[config.mk]
export PLATFORM = sky130hd
export DESIGN_NAME = code_seq_detector_flat
export DESIGN_NICKNAME = d
export VERILOG_FILES = /design/src/rtl/code_seq_detector_pkg.sv /design/src/rtl/code_seq_detector_if.sv /design/src/rtl/code_seq_detector_sat_counter.sv /design/src/rtl/code_seq_detector.sv /design/src/flat_wrapper.sv
export SDC_FILE = /design/constraint.sdc
export NUM_CORES = 1
export LEC_CHECK = 0
export BUFFER_PORTS_ARGS = -buffer_cell sky130_fd_sc_hd__buf_2
export CAP_MARGIN = 30
export CORE_UTILIZATION = 55
export DETAILED_ROUTE_END_ITERATION = 8
export PLACE_DENSITY = 0.82
export SKIP_LAST_GASP = 1
export SYNTH_ARGS = -nofsm -noshare
export SYNTH_HDL_FRONTEND = slang
export SYNTH_SLANG_ARGS = --single-unit
[constraint.sdc]
create_clock -name clk -period 4.4 [get_ports clk]
set_clock_uncertainty 0.05 [all_clocks]
set_input_delay 0.88 -clock clk [delete_from_list [all_inputs] [get_ports clk]]
set_output_delay 0.88 -clock clk [all_outputs]
set_load 0.05 [all_outputs]
[src/rtl/code_seq_detector_pkg.sv]
// code_seq_detector_pkg: shared code values and FSM state encoding
// Used by: code_seq_detector, code_seq_detector_if users
//   state_t      : S0..S3 progress through the LO,LO,HI,HI pattern
//   CODE_HI_DEF  : default code treated as HI
//   CODE_LO_DEF  : default code treated as LO
package code_seq_detector_pkg;
    typedef enum logic [1:0] {S0 = 2'd0, S1 = 2'd1, S2 = 2'd2, S3 = 2'd3} state_t;
    localparam logic [2:0] CODE_HI_DEF = 3'b010;
    localparam logic [2:0] CODE_LO_DEF = 3'b011;
endpackage

[src/rtl/code_seq_detector_if.sv]
// code_seq_detector_if: status code stream in, run/match status out
// Optional feature macro: CODE_SEQ_MATCH_CNT_EN (adds match_cnt)
// Signals:
//   in_valid  : code qualifier
//   code      : 3-bit status code
//   run_code  : last accepted legal code
//   run_len   : saturating run length of run_code
//   match     : LO,LO,HI,HI completed pulse
//   bad_code  : illegal accepted code pulse
//   match_cnt : saturating match count (optional)
// Modports: master drives the code stream, slave is the detector
interface code_seq_detector_if #(parameter int CNT_W = 8);
    logic             in_valid;
    logic [2:0]       code;
    logic [2:0]       run_code;
    logic [CNT_W-1:0] run_len;
    logic             match;
    logic             bad_code;
`ifdef CODE_SEQ_MATCH_CNT_EN
    logic [CNT_W-1:0] match_cnt;
    modport master (output in_valid, code, input run_code, run_len, match, bad_code, match_cnt);
    modport slave (input in_valid, code, output run_code, run_len, match, bad_code, match_cnt);
`else
    modport master (output in_valid, code, input run_code, run_len, match, bad_code);
    modport slave (input in_valid, code, output run_code, run_len, match, bad_code);
`endif
endinterface

[src/rtl/code_seq_detector_sat_counter.sv]
// sat_counter: saturating up-counter with clear and load-to-one
// Ports:
//   clk   : clock, rising edge
//   reset : synchronous active-high reset to 0
//   clr   : clear to 0 (below reset)
//   inc   : increment, holds at all-ones
//   load1 : load 1 (beats inc)
//   q     : count
module sat_counter #(parameter int W = 8) (
    input  logic         clk,
    input  logic         reset,
    input  logic         clr,
    input  logic         inc,
    input  logic         load1,
    output logic [W-1:0] q
);
    always_ff @(posedge clk)
        q <= (reset || clr) ? '0 :
             load1 ? W'(1) :
             (inc && q != '1) ? q + 1'b1 : q;
endmodule

[src/rtl/code_seq_detector.sv]
// code_seq_detector: run-length tracker and LO,LO,HI,HI detector for a status code stream
// Optional feature macro: CODE_SEQ_MATCH_CNT_EN (saturating match counter on bus.match_cnt)
// Ports:
//   clk   : clock, rising edge
//   reset : synchronous active-high reset
//   bus   : code_seq_detector_if.slave (in_valid, code in; run_code, run_len, match, bad_code out)
// Parameters: CNT_W counter width, CODE_HI / CODE_LO code values
module code_seq_detector
    import code_seq_detector_pkg::*;
#(
    parameter int         CNT_W   = 8,
    parameter logic [2:0] CODE_HI = CODE_HI_DEF,
    parameter logic [2:0] CODE_LO = CODE_LO_DEF
) (
    input logic                 clk,
    input logic                 reset,
    code_seq_detector_if.slave  bus
);
    state_t           state_q, state_d;
    logic [2:0]       run_code_q;
    logic [CNT_W-1:0] run_len_q;
    logic             match_q, match_d, bad_q, bad_d;
    logic             is_hi, is_lo, legal, same_run;
    assign is_hi    = bus.code == CODE_HI;
    assign is_lo    = bus.code == CODE_LO;
    assign legal    = is_hi || is_lo;
    // run_len==0 means no current run, so a matching code still restarts at 1
    assign same_run = bus.code == run_code_q && run_len_q != '0;
    always_comb begin
        state_d = state_q;
        match_d = 1'b0;
        bad_d   = 1'b0;
        if (bus.in_valid && !legal) begin
            state_d = S0;
            bad_d   = 1'b1;
        end else if (bus.in_valid) begin
            unique case (state_q)
                S0: state_d = is_lo ? S1 : S0;
                S1: state_d = is_lo ? S2 : S0;
                S2: state_d = is_lo ? S2 : S3;
                S3: begin
                    state_d = is_lo ? S1 : S0;
                    match_d = is_hi;
                end
                default: state_d = S0;
            endcase
        end
    end
    always_ff @(posedge clk) begin
        state_q    <= reset ? S0 : state_d;
        match_q    <= !reset && match_d;
        bad_q      <= !reset && bad_d;
        run_code_q <= reset ? 3'b000 : !bus.in_valid ? run_code_q : legal ? bus.code : 3'b000;
    end
    sat_counter #(.W(CNT_W)) u_run_len (
        .clk   (clk),
        .reset (reset),
        .clr   (bus.in_valid && !legal),
        .inc   (bus.in_valid && legal && same_run),
        .load1 (bus.in_valid && legal && !same_run),
        .q     (run_len_q)
    );
`ifdef CODE_SEQ_MATCH_CNT_EN
    sat_counter #(.W(CNT_W)) u_match_cnt (
        .clk   (clk),
        .reset (reset),
        .clr   (1'b0),
        .inc   (match_d),
        .load1 (1'b0),
        .q     (bus.match_cnt)
    );
`endif
    assign bus.run_code = run_code_q;
    assign bus.run_len  = run_len_q;
    assign bus.match    = match_q;
    assign bus.bad_code = bad_q;
endmodule
[src/flat_wrapper.sv]
// flat-port wrapper written by rule: the top's interface ports become plain ports
module code_seq_detector_flat import code_seq_detector_pkg::*;
#(
    parameter int         CNT_W   = 8,
    parameter logic [2:0] CODE_HI = CODE_HI_DEF,
    parameter logic [2:0] CODE_LO = CODE_LO_DEF
)
  (clk, reset, bus_in_valid, bus_code, bus_run_code, bus_run_len, bus_match, bus_bad_code);
  code_seq_detector_if #(.CNT_W(CNT_W)) bus_i ();
  input logic clk;
  input logic reset;
  input wire logic [$bits(bus_i.in_valid)-1:0] bus_in_valid;
  input wire logic [$bits(bus_i.code)-1:0] bus_code;
  output wire logic [$bits(bus_i.run_code)-1:0] bus_run_code;
  output wire logic [$bits(bus_i.run_len)-1:0] bus_run_len;
  output wire logic [$bits(bus_i.match)-1:0] bus_match;
  output wire logic [$bits(bus_i.bad_code)-1:0] bus_bad_code;
  assign bus_i.in_valid = bus_in_valid;
  assign bus_i.code = bus_code;
  assign bus_run_code = bus_i.run_code;
  assign bus_run_len = bus_i.run_len;
  assign bus_match = bus_i.match;
  assign bus_bad_code = bus_i.bad_code;
  code_seq_detector #(.CNT_W(CNT_W), .CODE_HI(CODE_HI), .CODE_LO(CODE_LO)) u_core (.clk(clk), .reset(reset), .bus(bus_i));
endmodule
-- Word-level counts from Yosys, hierarchy flattened
Cells that the tools add are included.
- bits in registers: 15
- output and inout bits: 13
- add/subtract/negate cells: 1
- eq/ne operators: 7
- muxes and demuxes: 11
- reduce and logical (&&, ||, !) cells: 19
- operators by type and width (operator ; count):
    $add A8 B1 Y8 const B ; 1
    $logic_and A1 B1 Y1 ; 8
    $mux W1 ; 8
    $ne A8 B8 Y1 const B ; 1
    $reduce_bool A8 Y1 ; 1
    $eq A3 B2 Y1 const B ; 2
    $pmux W2 S3 ; 1
    $reduce_or A2 Y1 ; 3
    $eq A2 B2 Y1 const B ; 2
    $eq A3 B3 Y1 ; 1
    $logic_not A1 Y1 ; 3
    $mux W3 ; 1
    $eq A2 B1 Y1 const B ; 1
    $logic_not A2 Y1 ; 1
    $logic_or A1 B1 Y1 ; 2
    $mux W2 ; 1
    $reduce_bool A2 Y1 ; 1

-- Logic depth before layout (Yosys ltp)
Gate-level depths: netlist (run 1).
- word-level depth: 7
- depth in mapped cells: 8
- gate-level depth less buffers: 7

-- By module
A second synthesis (run 1) with hierarchy kept.
- cells, all modules: 91
- area total of the unflattened synthesis: 849.6 µm²
- modules (own cells, without submodules) (module ; times used ; cells an instance ; area each (µm²) ; seq. area each (µm²)):
    sat_counter ; 1 ; 51 ; 466.7 ; 160.2
    code_seq_detector ; 1 ; 40 ; 382.9 ; 140.1

-- Worst setup path after synthesis (run 1)
Ideal clock, no wire load.
- path kind: input port to flip-flop
- start: input port bus_in_valid
- end: register u_core.u_run_len.q[5]
- setup time: 0.068 ns
- arrival time: 2.679 ns
- setup slack: 1.603 ns
- stages: 7
- path buffers: 2
- path through: buf_6 > nand3b_4 > or4_4 > or3_1 > buf_6 > or4_4 > a21oi_2
- word-level cells in the longest chain between the ends: 3
- elaborated cells between the ends (all ways): 7
- those cells by class: reduce/logical (7)
- RTL lines (item ; RTL line ; text):
    start, declared ; flat_wrapper.sv:12 ; input wire logic [$bits(bus_i.in_valid)-1:0] bus_in_valid;
    $logic_and A1 B1 Y1, on equally long branches ; code_seq_detector.sv:59, code_seq_detector.sv:60, code_seq_detector.sv:58 ;
    $logic_and A1 B1 Y1, or another cell as far along ; code_seq_detector.sv:60 ; .load1 (bus.in_valid && legal && !same_run),
    $reduce_or A2 Y1 (no line) / $logic_and A1 B1 Y1 (equally long branches) ; - ;
    end signal, assigned ; code_seq_detector_sat_counter.sv:18 ; q <= (reset || clr) ? '0 :
    end, declared ; code_seq_detector_sat_counter.sv:15 ; output logic [W-1:0] q
Parallel ways exist; a longest one is shown, timed or not.
A chain may end at the register's enable or synchronous reset.

-- Worst setup path in the final report (run 1)
- start: input port bus_code[2]
- end: register u_core.u_run_len.q[5]
- word-level cells in the longest chain between the ends: 6
- elaborated cells between the ends (all ways): 14
- those cells by class: eq/ne (3); reduce/logical (11)
- RTL lines (item ; RTL line ; text):
    start, declared ; flat_wrapper.sv:13 ; input wire logic [$bits(bus_i.code)-1:0] bus_code;
    $eq A3 B2 Y1, on equally long branches ; code_seq_detector.sv:24, code_seq_detector.sv:25 ;
    $logic_or A1 B1 Y1 ; code_seq_detector.sv:26 ; assign legal = is_hi || is_lo;
    $logic_not A1 Y1 ; code_seq_detector.sv:58 ; .clr (bus.in_valid && !legal),
    $logic_and A1 B1 Y1 ; code_seq_detector.sv:58 ;
    $logic_or A1 B1 Y1 ; code_seq_detector_sat_counter.sv:18 ;
    $reduce_or A2 Y1 (no line) ; - ;
Parallel ways exist; a longest one is shown, timed or not.

==> results of run 1 <==
stage by stage:
step	hold WS [ns]	util [%]	instance area, µm²	power [mW]
after floorplan	0.442	-	823	0.163
after global placement	0.443	66.5	898	0.170
after detailed placement	0.447	66.5	898	0.171
after CTS	0.461	68.5	925	0.248
after global routing	0.495	68.5	925	0.257
final	0.461	68.5	925	0.245
area by class of cell:
class,instances,area [µm²]
fillers,111,425
well taps,15,18.8
repair buffers,18,90.1
inverters,5,18.8
clock buffers,4,26.3
flip-flops and latches,15,300
multi-input cells,64,470
kinds of logic (layout without fill, tap and decap cells):
group	Yosys count	in the layout	share of synthesized area (%)
xor+xnor	5	5	5.32
buf+inv	8	27	6.38
mux	4	4	4.86
flops	15	15	36.5
compound gates	14	14	10.9
fa+ha+maj	5	5	7.60
simple gates	36	36	28.4
layer usage:
metal / track usage [%] / wire [µm]
met3: 4.89 / 49
met1: 29.5 / 765
met4: 7.50 / 8
met2: 26.2 / 700
met5: 0 / 0
Yosys cell counts, types with 2 or more instances:
master,n
xnor2_1,2
nor3b_1,2
mux2i_1,4
a211oi_1,3
inv_1,5
or3_1,3
xor2_1,3
dfxtp_1,15
or4_4,2
buf_6,2
ha_1,5
nand2_1,3
nor2_1,12
a21oi_1,3
nand3_1,2
nor4_1,3
o21ai_0,4
nor4b_1,2
path summary, 6_finish.rpt:
| kind | start | to | slack (ns) | cells after the start |
|---|---|---|---|---|
| max | bus_code[2] | u_core.u_run_len.q[5] | 1.73 | 6 |
| min | u_core.bus.run_code[2] | u_core.bus.run_code[2] | 0.46 | 1 |
| min reg2reg | u_core.bus.run_code[2] | u_core.bus.run_code[2] | 0.46 | 1 |
| max reg2reg | u_core.u_run_len.q[0] | u_core.u_run_len.q[2] | 1.79 | 7 |
worst max-delay path, cell delays in order:
cell      delay [ns]
buf_2           0.13
nand3b_4        0.17
or4_4           0.55
or3_1           0.45
or4_4           0.52
a21oi_2         0.13
power groups by stage:
stage	Combinational, mW	Clock [mW]	Sequential [mW]
2_1_floorplan	0.0145	0	0.149
3_5_place_dp	0.0273	0	0.143
4_1_cts	0.0277	0.0803	0.140
6_report	0.0275	0.0771	0.140
3_3_place_gp	0.0267	0	0.143
5_1_grt	0.0301	0.0864	0.141
state kept, by name, summed over array words and instances (netlist names):
register / count
u_core.bus.bad_code: 1
u_core.bus.match: 1
u_core.bus.run_code: 3
u_core.state_q: 2
u_core.u_run_len.q: 8
==> impl_metrics.py, run 1 <==
metrics = {
    "outcome": {
        "status": "complete, no violations",
    },
    "floorplanning": {
        "core_um2": 1350,
        "ios": 19,
        "die_w_um": 40.7,
        "die_h_um": 40.7,
        "die_area_um2": 1660,
        "start_util_pct": 61.0,
        "core.rowCount": 13,
    },
    "sta": {
        "layout_min_cycle_time_ns": 2.67,
        "setup_viol_count_final": 0,
        "worst_pin_slew_ns": 0.608,
        "worst_slack_ns": 1.73,
        "rsz0062_at_grt": "no",
        "maxSlewHeadroom_pct": 59.4,
        "fmaxAchievable_mhz": 375,
        "slew_violations": 0,
        "period_share_pct": 60.7,
        "setup-tns-final_ns": 0,
        "hold_viol": 0,
    },
    "routing": {
        "wl_um": 1520,
        "via_count": 678,
        "wl_per_cell_um": 12.6,
        "drt_iter0_markers": 24,
        "dr.pass1.iters": 4,
        "drc_errors": 0,
        "viasPerCell": 5.60,
        "drt.antenna.violating_nets": 0,
    },
    "synth": {
        "synthCells": 87,
        "yosysTopAreaCellShare_pct": 36.5,
        "synth-seq-cells": 15,
        "ys_seq_area_share_pct": 36.5,
        "synth_area_um2": 823,
        "ys_warn_count": 0,
        "synth-main-ff-cell": "dfxtp_1",
        "synth_edf_count": 0,
        "syn-num-nets": 98,
        "synth_area_per_cell_um2": 9.46,
        "synth_cell_type_count": 30,
        "yosys-top-cells-area": "dfxtp_1 (36%), ha_1 (7.6%), nor2_1 (5.5%)",
        "async_flop_share_pct": 0,
        "yosys.area.top_type": "dfxtp_1",
    },
    "placed_design": {
        "dp_hpwl_um": 1090,
        "numPortBuffers": 18,
        "place_inst": 117,
        "dp_slack_ns": 1.44,
        "gp_congestion": 0.789,
    },
    "worst_setup_path": {
        "cp.required_ns": 4.56,
        "critPathKind": "input port to flip-flop",
        "end_kind": "flip-flop",
        "crit_path_start_kind": "input port",
        "worstPathArrival_ns": 2.83,
        "cp_max_fo": 9,
    },
    "power": {
        "power_density_nw_per_um2": 265,
        "power_frac_comb_pct": 11.2,
        "ir_worst_vdd_uv": 152,
        "netSwitchingFraction_pct": 25.4,
        "power.internal_mw": 0.183,
        "p_clk_share_pct": 31.5,
        "p_switching_mw": 0.0621,
        "seq_power_share_pct": 57.3,
        "p_leak_nw": 0.394,
    },
    "finish": {
        "finalNonFillerCells": 121,
        "num_antenna_cells": 0,
        "drive_above_1_share_pct": 28.3,
        "final_common_cell": "buf_2",
        "nNetsFinal": 118,
        "layout.cells.most_common_list": "buf_2 (18), dfxtp_1 (15), nor2_1 (12)",
        "area.growth.synth_to_final_pct": 12.3,
    },
    "clock_tree": {
        "clk_latency_ns": 0.27,
        "htreeDepth": 1,
        "postCtsSetupRepairBufs": 0,
        "holdBufCountCts": 0,
        "numCtsBuffers": 3,
        "root_buffer": "clkbuf_4",
        "cts_sinks": 15,
        "cts_tree": "done",
        "clock_path_buffers": 2,
        "cts-resized-gates": 0,
        "clk_pin_slew_ns": 0.09,
    },
    "global_routing": {
        "overflow": 0,
        "grt_pass1_vias": 470,
        "antenna_found_initial": 0,
        "grt_pass1_wl_um": 2100,
        "grt_max_degree": 10,
        "track_usage_pct": 19.6,
    },
    "flow_run": {
        "drv_cap": 0,
    },
    "hold_path": {
        "hold_path_class": "flip-flop to flip-flop",
    },
}
Note: power is estimated with default switching activity, not from simulation.
==> inputs of run 2 (changes only) <==
--- a/config.mk
+++ b/config.mk
@@ -7,9 +7,9 @@
 export LEC_CHECK = 0
 export BUFFER_PORTS_ARGS = -buffer_cell sky130_fd_sc_hd__buf_2
 export CAP_MARGIN = 30
-export CORE_UTILIZATION = 55
+export CORE_UTILIZATION = 51
 export DETAILED_ROUTE_END_ITERATION = 8
-export PLACE_DENSITY = 0.82
+export PLACE_DENSITY = 0.77
 export SKIP_LAST_GASP = 1
 export SYNTH_ARGS = -nofsm -noshare
 export SYNTH_HDL_FRONTEND = slang
==> constraint.sdc (replaced) <==
create_clock -name clk -period 2.5 [get_ports clk]
set_clock_uncertainty 0.05 [all_clocks]
set_input_delay 0.5 -clock clk [delete_from_list [all_inputs] [get_ports clk]]
set_output_delay 0.5 -clock clk [all_outputs]
set_load 0.05 [all_outputs]
==> impl_metrics.py, run 2 (synthesized netlist as in run 1, its figures left out) <==
metrics = {
    "outcome": {
        "status": "complete, no violations",
    },
    "finish": {
        "largest_reg_flops": 8,
        "final_common_cell": "buf_2",
        "nFillCells": 147,
        "top_register": "u_core.u_run_len.q",
        "drive_above_1_share_pct": 33.9,
        "stdcell_area_um2": 958,
        "layout.cells.most_common_list": "buf_2 (18), dfxtp_1 (13), nor2_1 (12)",
        "area.growth.synth_to_final_pct": 16.4,
        "nNetsFinal": 121,
        "finalNonFillerCells": 125,
        "num_antenna_cells": 0,
    },
    "worst_setup_path": {
        "worstPathArrival_ns": 2.37,
        "crit_path_start_kind": "flip-flop",
        "critPathMaxStageDelay_ns": 0.60,
        "cp_max_fo": 5,
        "cp_slowest_cell": "or4b_2",
        "end_kind": "flip-flop",
        "cp.required_ns": 2.64,
        "critPathKind": "flip-flop to flip-flop",
        "path_cells": "inv_1 -> ha_1 -> or4b_2 -> nor4_2 -> nor4_1 -> a21o_2 -> a211oi_1",
    },
    "routing": {
        "viasPerCell": 5.54,
        "drt.antenna.violating_nets": 0,
        "drc_errors": 0,
        "wl_per_cell_um": 11.9,
        "drt_iter0_markers": 7,
        "dr.pass1.iters": 4,
        "wl_um": 1490,
        "via_count": 693,
    },
    "sta": {
        "worst_pin_slew_ns": 0.547,
        "slew_violations": 0,
        "rsz0062_at_grt": "no",
        "setup_viol_count_final": 0,
        "period_share_pct": 89.3,
        "setup-tns-final_ns": 0,
        "maxSlewHeadroom_pct": 63.2,
        "hold_viol": 0,
        "fmaxAchievable_mhz": 448,
        "layout_min_cycle_time_ns": 2.23,
    },
    "clock_tree": {
        "clk_pin_slew_ns": 0.09,
        "clk_latency_ns": 0.28,
        "numCtsBuffers": 3,
        "clock_path_buffers": 2,
        "postCtsSetupRepairBufs": 0,
        "cts-resized-gates": 0,
        "holdBufCountCts": 0,
        "cts_sinks": 15,
        "root_buffer": "clkbuf_4",
        "cts_tree": "done",
        "htreeDepth": 1,
    },
    "flow_run": {
        "drv_cap": 0,
    },
    "placed_design": {
        "numPortBuffers": 18,
        "dpl_cell_area_um2": 925,
        "place_inst": 121,
        "gp_congestion": 0.774,
        "dp_hpwl_um": 1150,
    },
    "floorplanning": {
        "start_util_pct": 54.7,
        "core.rowCount": 14,
        "die_w_um": 42.2,
        "die_area_um2": 1780,
        "ios": 19,
        "core_um2": 1510,
        "die_h_um": 42.2,
    },
    "global_routing": {
        "grt_pass1_wl_um": 2490,
        "track_usage_pct": 17.8,
        "grt_pass1_vias": 582,
        "grt_max_degree": 10,
        "overflow": 0,
        "antenna_found_initial": 0,
    },
    "power": {
        "power_density_nw_per_um2": 451,
        "p_leak_nw": 0.413,
        "ir_worst_vdd_uv": 252,
    },
    "hold_path": {
        "hold_path_class": "input port to flip-flop",
    },
}
## run 2: cell count changes in the layout (fill, tap and decap cells not counted), sizes merged
cell	before	now
clkbuf	4	3
buf	18	21
clkinv	0	1
## run 2: path summary, 6_finish.rpt
kind                                from                     end  slack [ns]  depth (start not counted)
setup / recovery   u_core.u_run_len.q[0]   u_core.u_run_len.q[0]        0.27                          7
hold / removal               bus_code[0]        u_core.bus.match        0.37                          2
setup reg to reg   u_core.u_run_len.q[0]   u_core.u_run_len.q[0]        0.27                          7
hold reg to reg   u_core.bus.run_code[2]  u_core.bus.run_code[2]        0.46                          1
## run 2: worst max-delay path, delay by kind of cell, from the launching register on
kind,cells,cell delay (ns)
flip-flops,1,0.35
AND/OR/NAND/NOR,3,1.05
adder cells (fa/ha/maj),1,0.16
AO/OA/AOI/OAI,2,0.44
buffers and inverters,1,0.09
## run 2: routing by layer
metal  wire length [µm]  up-vias  global-route usage [%]
met5                  0        -                       0
met2                740       12                    29.8
li1                   -      360                       -
met3                 57        0                    2.59
met4                  0        0                    5.63
met1                696      321                    23.6
## run 2: cell type report
cell class / count / area, µm² / share of cell area (%)
multi-input combinational: 64 / 477 / 49.7
sequential: 15 / 303 / 31.6
timing repair buffer: 21 / 113 / 11.7
clock buffer: 3 / 22.5 / 2.35
tap: 16 / 20.0 / 2.09
inverter: 5 / 18.8 / 1.96
clock inverter: 1 / 5.00 / 0.522
## run 2: power breakdown
| part | total (mW) | internal (mW) | switching [mW] |
|---|---|---|---|
| Combinational | 0.0506 | 0.0191 | 0.0315 |
| Clock | 0.135 | 0.0592 | 0.0753 |
| Sequential | 0.247 | 0.243 | 0.00366 |
| Total | 0.432 | 0.322 | 0.110 |
## run 2: through the flow
| stage | power, mW | utilization [%] | setup WS [ns] | hold slack (ns) |
|---|---|---|---|---|
| 3_5_place_dp | 0.303 | 61.4 | 0.0287 | 0.451 |
| 4_1_cts | 0.439 | 63.2 | 0.0950 | 0.367 |
| 2_1_floorplan | 0.287 | - | 0.00160 | 0.442 |
| 6_report | 0.432 | 63.6 | 0.268 | 0.374 |
| 3_3_place_gp | 0.302 | 61.4 | 0.0844 | 0.443 |
| 5_1_grt | 0.463 | 63.6 | 0.0747 | 0.347 |
==> inputs of run 3 (changes only) <==
--- a/config.mk
+++ b/config.mk
@@ -13,4 +13,5 @@
 export SKIP_LAST_GASP = 1
 export SYNTH_ARGS = -nofsm -noshare
 export SYNTH_HDL_FRONTEND = slang
+export SYNTH_HIERARCHICAL = 1
 export SYNTH_SLANG_ARGS = --single-unit
==> impl_metrics.py, run 3 <==
metrics = {
    "synth": {
        "synth_edf_count": 0,
        "yosysTopAreaCellShare_pct": 35.3,
        "ys_seq_area_share_pct": 35.3,
        "synthCells": 91,
        "yosys-top-cells-area": "dfxtp_1 (35%), mux2i_1 (8.2%), ha_1 (5.9%)",
        "synth_area_per_cell_um2": 9.34,
        "synth_cell_type_count": 38,
        "synth_area_um2": 850,
        "yosys.area.top_type": "dfxtp_1",
        "synth-seq-cells": 15,
        "syn-num-nets": 101,
        "yosysMostFrequentCell": "dfxtp_1",
        "synth-main-ff-cell": "dfxtp_1",
        "ys_warn_count": 6,
        "async_flop_share_pct": 0,
        "synth_common_cells": "dfxtp_1 (15), nand2_1 (8), mux2i_1 (7)",
    },
    "routing": {
        "drt_iter0_markers": 30,
        "via_count": 781,
        "viasPerCell": 6.10,
        "wl_per_cell_um": 14.4,
        "wl_um": 1850,
        "dr.pass1.iters": 5,
        "drt.antenna.violating_nets": 0,
        "drc_errors": 0,
    },
    "clock_tree": {
        "cts_tree": "done",
        "clock_path_buffers": 2,
        "clk_latency_ns": 0.28,
        "holdBufCountCts": 0,
        "cts-resized-gates": 0,
        "cts_sinks": 15,
        "root_buffer": "clkbuf_4",
        "numCtsBuffers": 3,
        "clk_pin_slew_ns": 0.09,
        "htreeDepth": 1,
        "postCtsSetupRepairBufs": 0,
    },
    "sta": {
        "period_share_pct": 74.4,
        "fmaxAchievable_mhz": 538,
        "setup_viol_count_final": 0,
        "layout_min_cycle_time_ns": 1.86,
        "hold_ws_ns": 0.377,
        "worst_slack_ns": 0.641,
        "setup-tns-final_ns": 0,
        "slew_violations": 0,
        "hold_viol": 0,
        "worst_pin_slew_ns": 0.563,
        "maxSlewHeadroom_pct": 62.0,
        "rsz0062_at_grt": "no",
    },
    "placed_design": {
        "dp_slack_ns": 0.508,
        "dp_hpwl_um": 1290,
        "numPortBuffers": 18,
        "dpl_cell_area_um2": 951,
        "gp_congestion": 0.843,
        "place_inst": 124,
    },
    "worst_setup_path": {
        "worstPathArrival_ns": 2.04,
        "rr_startpoint": "u_core/u_run_len/q[5]",
        "r2r-end": "u_core/u_run_len/q[0]",
        "ff2ff_setup_slack_ns": 0.64,
        "rr_worst_depth": 6,
        "critical_path.endpoint": "u_core/u_run_len/q[0]",
        "cp_max_fo": 7,
        "setup.worst_path.start": "u_core/u_run_len/q[5]",
        "crit_path_start_kind": "flip-flop",
        "end_kind": "flip-flop",
        "cp.required_ns": 2.68,
        "critPathKind": "flip-flop to flip-flop",
    },
    "finish": {
        "final_common_cell": "buf_2",
        "num_antenna_cells": 0,
        "stdcell_area_um2": 977,
        "layout.cells.most_common_list": "buf_2 (18), dfxtp_1 (15), nand2_1 (8)",
        "largest_reg_flops": 8,
        "nNetsFinal": 123,
        "fin_util_pct": 64.1,
        "finalNonFillerCells": 128,
        "top_register": "u_core/u_run_len/q",
        "area.growth.synth_to_final_pct": 15.0,
        "drive_above_1_share_pct": 25.0,
    },
    "floorplanning": {
        "die_area_um2": 1830,
        "ios": 19,
        "core_um2": 1520,
        "core.rowCount": 14,
        "die_w_um": 42.8,
        "die_h_um": 42.8,
        "start_util_pct": 55.7,
    },
    "power": {
        "seq_power_share_pct": 55.7,
        "power_frac_comb_pct": 12.8,
        "p_switching_mw": 0.119,
        "p_clk_share_pct": 31.5,
        "netSwitchingFraction_pct": 26.8,
        "ir_worst_vdd_uv": 366,
        "total_power_mw": 0.445,
        "power.internal_mw": 0.325,
        "power_density_nw_per_um2": 455,
        "p_leak_nw": 0.419,
    },
    "global_routing": {
        "track_usage_pct": 21.4,
        "grt_max_degree": 11,
        "overflow": 0,
        "antenna_found_initial": 0,
        "grt_pass1_vias": 673,
        "grt_pass1_wl_um": 2980,
    },
    "outcome": {
        "status": "complete, no violations",
    },
    "hold_path": {
        "hold_path_class": "input port to flip-flop",
    },
    "flow_run": {
        "drv_cap": 0,
    },
}
## run 3: cell types whose count changed after synthesis, sizes merged, moves of 2 or more
cell / before / now
inv: 5 / 2
xor2: 3 / 0
nand2b: 0 / 3
nor3: 0 / 4
or3: 3 / 1
nand2: 3 / 9
a31oi: 0 / 2
or4: 2 / 0
a21oi: 4 / 1
nor2: 12 / 5
nand3: 2 / 6
mux2i: 4 / 7
o21ai: 4 / 1
## run 3: metal layers
layer / GRT usage (%) / routed length [µm] / share of wire [%]
met1: 30.2 / 921 / 50
met2: 31.5 / 830 / 45
met3: 2.98 / 87 / 4.7
met4: 11.3 / 9 / 0.49
met5: 0 / 0 / 0
## run 3: worst min path at each step
stage	start	end	slack, ns	depth (start not counted)
after detailed placement	u_core/bus.run_code[2]	u_core/bus.run_code[2]	0.45	1
after floorplan	u_core/state_q[1]	u_core/state_q[1]	0.46	2
after CTS	bus_code[0]	u_core/bus.match	0.36	2
after global placement	u_core/bus.run_code[2]	u_core/bus.run_code[2]	0.44	1
final	bus_code[0]	u_core/bus.match	0.38	2
after global routing	bus_code[0]	u_core/bus.match	0.37	2
## run 3: power by group through the flow
stage | Sequential, mW | Clock [mW] | Combinational (mW)
global placement | 0.253 | 0 | 0.0536
finish | 0.248 | 0.140 | 0.0569
CTS | 0.248 | 0.147 | 0.0567
global route | 0.248 | 0.151 | 0.0620
floorplan | 0.262 | 0 | 0.0305
detailed placement | 0.253 | 0 | 0.0563
## run 3: logic make-up (layout without fill, tap and decap cells)
logic type,Yosys count,in the layout,share of synthesized area [%]
AND/OR/NAND/NOR,43,43,30.2
flip-flops,15,15,35.3
multiplexers,7,7,8.25
XOR/XNOR,3,3,3.09
adder cells (fa/ha/maj),4,4,5.89
buffers and inverters,4,25,2.80
AO/OA/AOI/OAI,15,15,14.4
## run 3: area by class of cell
| type | count | area, µm² |
|---|---|---|
| multi-input combinational | 72 | 526 |
| sequential | 15 | 300 |
| tap | 16 | 20.0 |
| inverter | 2 | 7.51 |
| timing repair buffer | 19 | 97.6 |
| clock buffer | 4 | 26.3 |
| fill | 135 | 547 |
## run 3: critical path: stages, from the launching register on
cell and delay, ns:
dfxtp_1 0.37, nor4_1 0.31, nand2_1 0.11, a41oi_1 0.51
nor3_1 0.09, nor3_1 0.18, o311a_1 0.19
